**config.mk**
```make
export PLATFORM = sky130hd
export DESIGN_NAME = simplez_cpu
export DESIGN_NICKNAME = d
export VERILOG_FILES = /design/src/rtl/simplez_cpu.sv
export SDC_FILE = /design/constraint.sdc
export NUM_CORES = 1
export LEC_CHECK = 0
export BUFFER_PORTS_ARGS = -buffer_cell sky130_fd_sc_hd__clkbuf_2
export CAP_MARGIN = 20
export CORE_MARGIN = 2
export CORE_UTILIZATION = 42
export DETAILED_ROUTE_END_ITERATION = 10
export GPL_TIMING_DRIVEN = 0
export MAX_ROUTING_LAYER = met4
export PLACE_DENSITY = 0.71
export SLEW_MARGIN = 10
export SYNTH_ARGS = -nofsm -noshare
export SYNTH_HDL_FRONTEND = slang
export SYNTH_SLANG_ARGS = --single-unit
export TNS_END_PERCENT = 100
```
**constraint.sdc**
```tcl
create_clock -name clk -period 3.8 [get_ports clk]
set_clock_uncertainty 0.2 [all_clocks]
set_input_delay 0.19 -clock clk [delete_from_list [all_inputs] [get_ports clk]]
set_output_delay 0.19 -clock clk [all_outputs]
set_load 0.05 [all_outputs]
```
**src/rtl/simplez_cpu.sv**
```systemverilog
// -----------------------------------------------------------------------------
// simplez_cpu -- multicycle Simplez processor core (control unit + datapath).
//
// Drives a 512x12 program/data memory that captures on the falling clock edge,
// so a read issued in one cycle is sampled by the core on the next rising edge,
// and a write commits at the mid-cycle falling edge of the WRITE cycle.
//
// Instruction word: opcode = [11:9], CD (operand address) = [8:0].
//   0 ST   1 LD   2 ADD  3 BR   4 BZ   5 CLR  6 DEC  7 HALT
// Cycles FETCH->FETCH: ST/BR/BZ/CLR/DEC/HALT = 3, LD/ADD = 4.
//
// Ports:
//   clk       in   system clock, all state changes on posedge
//   rst       in   asynchronous, active-high reset
//   step      in   (only with SIMPLEZ_STEP_EN) advance out of FETCH when high
//   mem_addr  out  memory address (PC, or CD during READ/WRITE)
//   mem_rd    out  memory read enable
//   mem_wr    out  memory write enable
//   mem_dout  out  write data, always the accumulator
//   mem_din   in   read data; only sampled in DECODE and WB
//   halted    out  core has executed HALT
//   acc       out  accumulator A (debug)
//   zflag     out  Z flag
//
// Optional feature: define SIMPLEZ_STEP_EN to add the single-step input.
// -----------------------------------------------------------------------------
module simplez_cpu #(
  parameter int              AW       = 9,
  parameter int              DW       = 12,
  parameter logic [AW-1:0]   RESET_PC = '0
) (
  input  logic          clk,
  input  logic          rst,
`ifdef SIMPLEZ_STEP_EN
  input  logic          step,
`endif
  output logic [AW-1:0] mem_addr,
  output logic          mem_rd,
  output logic          mem_wr,
  output logic [DW-1:0] mem_dout,
  input  logic [DW-1:0] mem_din,
  output logic          halted,
  output logic [DW-1:0] acc,
  output logic          zflag
);

  typedef enum logic [2:0] {
    S_FETCH, S_DECODE, S_EXEC, S_READ, S_WB, S_WRITE, S_HALTED
  } state_e;

  typedef enum logic [2:0] {
    OP_ST, OP_LD, OP_ADD, OP_BR, OP_BZ, OP_CLR, OP_DEC, OP_HALT
  } opcode_e;

  localparam logic [AW-1:0] ONE_A = AW'(1);
  localparam logic [DW-1:0] ONE_D = DW'(1);

  state_e        state_q, state_d;
  logic [AW-1:0] pc_q, pc_d;
  logic [DW-1:0] ir_q, ir_d;
  logic [DW-1:0] a_q, a_d;
  logic          z_q, z_d;

  opcode_e       ir_op, din_op;
  logic [AW-1:0] cd;
  logic [DW-1:0] dec_res, wb_res;
  logic          advance;

  assign ir_op   = opcode_e'(ir_q[DW-1 -: 3]);
  assign din_op  = opcode_e'(mem_din[DW-1 -: 3]);
  assign cd      = ir_q[AW-1:0];
  assign dec_res = a_q - ONE_D;
  // WB serves both LD and ADD; the carry out of ADD is simply dropped.
  assign wb_res  = (ir_op == OP_ADD) ? (a_q + mem_din) : mem_din;

`ifdef SIMPLEZ_STEP_EN
  assign advance = step;
`else
  assign advance = 1'b1;
`endif

  // NOTE: sequential state uses non-blocking assignments so every register
  // samples the pre-edge value of every other register.
  always_ff @(posedge clk or posedge rst) begin
    if (rst) begin
      state_q <= S_FETCH;
      pc_q    <= RESET_PC;
      ir_q    <= '0;
      a_q     <= '0;
      z_q     <= 1'b1;
    end else begin
      state_q <= state_d;
      pc_q    <= pc_d;
      ir_q    <= ir_d;
      a_q     <= a_d;
      z_q     <= z_d;
    end
  end

  // Bus outputs decode from state_q only, so reset forces them to the FETCH
  // pattern (rd=1, wr=0) asynchronously and an in-flight write is abandoned.
  always_comb begin
    // NOTE: every output of this block gets a default first, so no path can
    // leave one unassigned and infer a latch.
    state_d  = state_q;
    pc_d     = pc_q;
    ir_d     = ir_q;
    a_d      = a_q;
    z_d      = z_q;
    mem_addr = pc_q;
    mem_rd   = 1'b0;
    mem_wr   = 1'b0;

    case (state_q)
      S_FETCH: begin
        mem_rd = 1'b1;
        if (advance) state_d = S_DECODE;
      end
      S_DECODE: begin
        // The opcode is dispatched straight from the incoming word so the
        // third cycle is already the opcode-specific one.
        ir_d = mem_din;
        pc_d = pc_q + ONE_A;
        case (din_op)
          OP_ST:          state_d = S_WRITE;
          OP_LD, OP_ADD:  state_d = S_READ;
          default:        state_d = S_EXEC;
        endcase
      end
      S_EXEC: begin
        state_d = S_FETCH;
        case (ir_op)
          OP_BR:   pc_d = cd;
          OP_BZ:   if (z_q) pc_d = cd;
          OP_CLR: begin
            a_d = '0;
            z_d = 1'b1;
          end
          OP_DEC: begin
            a_d = dec_res;
            z_d = (dec_res == '0);
          end
          OP_HALT: state_d = S_HALTED;
          default: ;
        endcase
      end
      S_READ: begin
        mem_addr = cd;
        mem_rd   = 1'b1;
        state_d  = S_WB;
      end
      S_WB: begin
        a_d     = wb_res;
        z_d     = (wb_res == '0);
        state_d = S_FETCH;
      end
      S_WRITE: begin
        mem_addr = cd;
        mem_wr   = 1'b1;
        state_d  = S_FETCH;
      end
      S_HALTED: state_d = S_HALTED;
      default:  state_d = S_FETCH;
    endcase
  end

  assign mem_dout = a_q;
  assign halted   = (state_q == S_HALTED);
  assign acc      = a_q;
  assign zflag    = z_q;

endmodule

```
==> results_dict.tcl <==
set metrics [dict create \
    drv_cap 0 \
    grt_antenna_before_repair 0 \
    diodes 0 \
    final_util 0.498 \
    fin_setup_tns_ps 0 \
    seqCellArea_um2 927 \
    max_slew_margin 0.430 \
    cts_tree "yes" \
    powerDensity_mw_per_mm2 215 \
    setup_viol 0 \
    clock_path_buffers 2 \
    fin_crit_ps 3280 \
    power.leakage_nw 1.61 \
    cp_max_fo 4 \
    critical_path_class "in2reg" \
    synthCells 353 \
    p_total_mw 0.767 \
    fillCellCount 691 \
    fmax_mhz 304 \
    arrival_ps 3280 \
    vias_per_cell 5.62 \
    worst_pin_slew_ps 853 \
    synth_largest_area_cell "dfrtp_1" \
    first_global_vias 2844 \
    cts_num_sinks 37 \
    yosysWarnings 0 \
    syn_avg_cell_area_um2 8.68 \
    drtIter0Drc 147 \
    overflow 0 \
    wl_per_cell_um 15.9 \
    drtPass1Iterations 4 \
    grt_pass1_wl_um 13400 \
    dieArea_mm2 0.00800 \
    yosys_register_bits 37 \
    syn_to_final_growth_pct 16.5 \
    syn_nets 382 \
    hold_viol_final 0 \
    gp_congestion 0.890 \
    hpwl_um 6130 \
    grt_max_degree 38 \
    status "finished clean" \
    vdd_ir_drop_max_mv 0.127 \
    finalCritPeriodShare 0.864 \
    syn-cell-area_mm2 0.00307 \
    synth_top_area_frac 0.294 \
    cts-root-buf "clkbuf_8" \
    synth_cell_type_count 67 \
    initial_core_util 0.427 \
    htree_levels 2 \
    drt-total-wl_um 8210 \
    holdWs_ps 3.35 \
    vias 2892 \
    ios 51 \
    numPortBuffers 50 \
    drive_above_1_share 0.269 \
    endpoint_kind "flop" \
    startpoint_type "input pin" \
    fp.dieH_um 89.4 \
    worstSkewPairLatency_ps 290 \
    track_usage 0.221 \
    async_flop_share 1.00 \
    die_w_um 89.4 \
    cts_setup_buffers 0 \
    synthFlopType "dfrtp_1" \
    multi_input_area_mm2 0.00191 \
    drc_errors 0 \
    ant_nets 0 \
    rsz0062_at_grt "false" \
    worstPathRequired_ps 3790 \
    min_path_type "in2reg" \
    final_nets 444 \
    synth_area_leaders "dfrtp_1, mux2_2, ha_1, o21ai_0, nor2_1" \
    slew_viol_final 0 \
    final_common_cell "clkbuf_2" \
    layout_common_cells "clkbuf_2, dfrtp_1, nor2_1" \
    core_area_mm2 0.00718 \
    clk_pin_slew_ps 80 \
    ys_seq_area_frac 0.302 \
    synth_edf_count 0 \
    rows 31 \
    cts_buffers 5 \
]
==> cell usage after synthesis, drive strengths merged, types with 10 or more instances <==
| master | n |
|---|---|
| a21oi | 23 |
| buf | 20 |
| clkbuf | 10 |
| dfrtp | 36 |
| ha | 14 |
| mux2 | 22 |
| nand2 | 23 |
| nand3 | 11 |
| nor2 | 33 |
| nor3 | 14 |
| nor3b | 10 |
| o21ai | 32 |
==> critical path: stages <==
cell,delay [ps]
dlygate4sd3_1,550
clkbuf_2,140
ha_1,220
fa_1,440
a21oi_1,210
o211ai_1,130
a221oi_1,330
mux2_2,370
a211oi_1,340
o2bb2ai_1,100
a22o_1,240
==> cell families (layout without fill, tap and decap cells) <==
group,count (synthesis),count (layout),share of synthesized area
AND/OR/NAND/NOR,130,130,0.229
adder cells (fa/ha/maj),15,15,0.0637
AO/OA/AOI/OAI,101,101,0.216
multiplexers,25,25,0.0906
XOR/XNOR,8,8,0.0229
buffers and inverters,37,100,0.0751
flip-flops,37,37,0.302
==> layer usage <==
metal  vias up  wire length [um]  GRT usage
met3        17               347     0.0286
met1      1369              3740      0.279
li1       1423                 -          -
met5         -                 0          -
met4         0               219     0.0977
met2        83              3900      0.355
==> where the power goes <==
part	switching, mW	total, mW	internal [mW]
logic	0.0542	0.0878	0.0336
registers	0.00158	0.396	0.394
clock network	0.155	0.283	0.128
==> flip-flops by register name, indices dropped and copies added, names as in the netlist <==
register and cells:
acc 12, ir_q 12, pc_q 9, state_q 3, zflag 1
==> stage by stage <==
step,std cells,worst slack [ps],instance area (um2)
2_1_floorplan,353,671,3070
3_3_place_gp,502,627,3440
3_5_place_dp,502,547,3440
4_1_cts,515,503,3570
5_1_grt,515,332,3570
6_report,515,516,3570
==> final cells by class <==
type,count,area share
multi-input combinational,279,0.534
sequential,37,0.260
timing repair buffer,55,0.0841
buffer,30,0.0571
tap,99,0.0347
clock buffer,6,0.0203
inverter,7,0.00736
clock inverter,2,0.00280
==> timing repair <==
action	in CTS	in global routing
endpoints found under the hold margin	40	0
resized for setup	0	0
hold buffers	5	0
==> final timing paths <==
path	from	end	slack (ps)	cells after the start
worst max-delay path	mem_din[0]	acc[10]	520	11
worst min-delay path	mem_din[11]	ir_q[11]	3	2
worst max register to register	acc[0]	acc[10]	580	9
worst min register to register	ir_q[5]	ir_q[5]	340	1
max in group asynchronous	rst	pc_q[1]	2510	3
min in group asynchronous	rst	ir_q[11]	380	3
No activity file was read; power rests on OpenSTA's default activity.
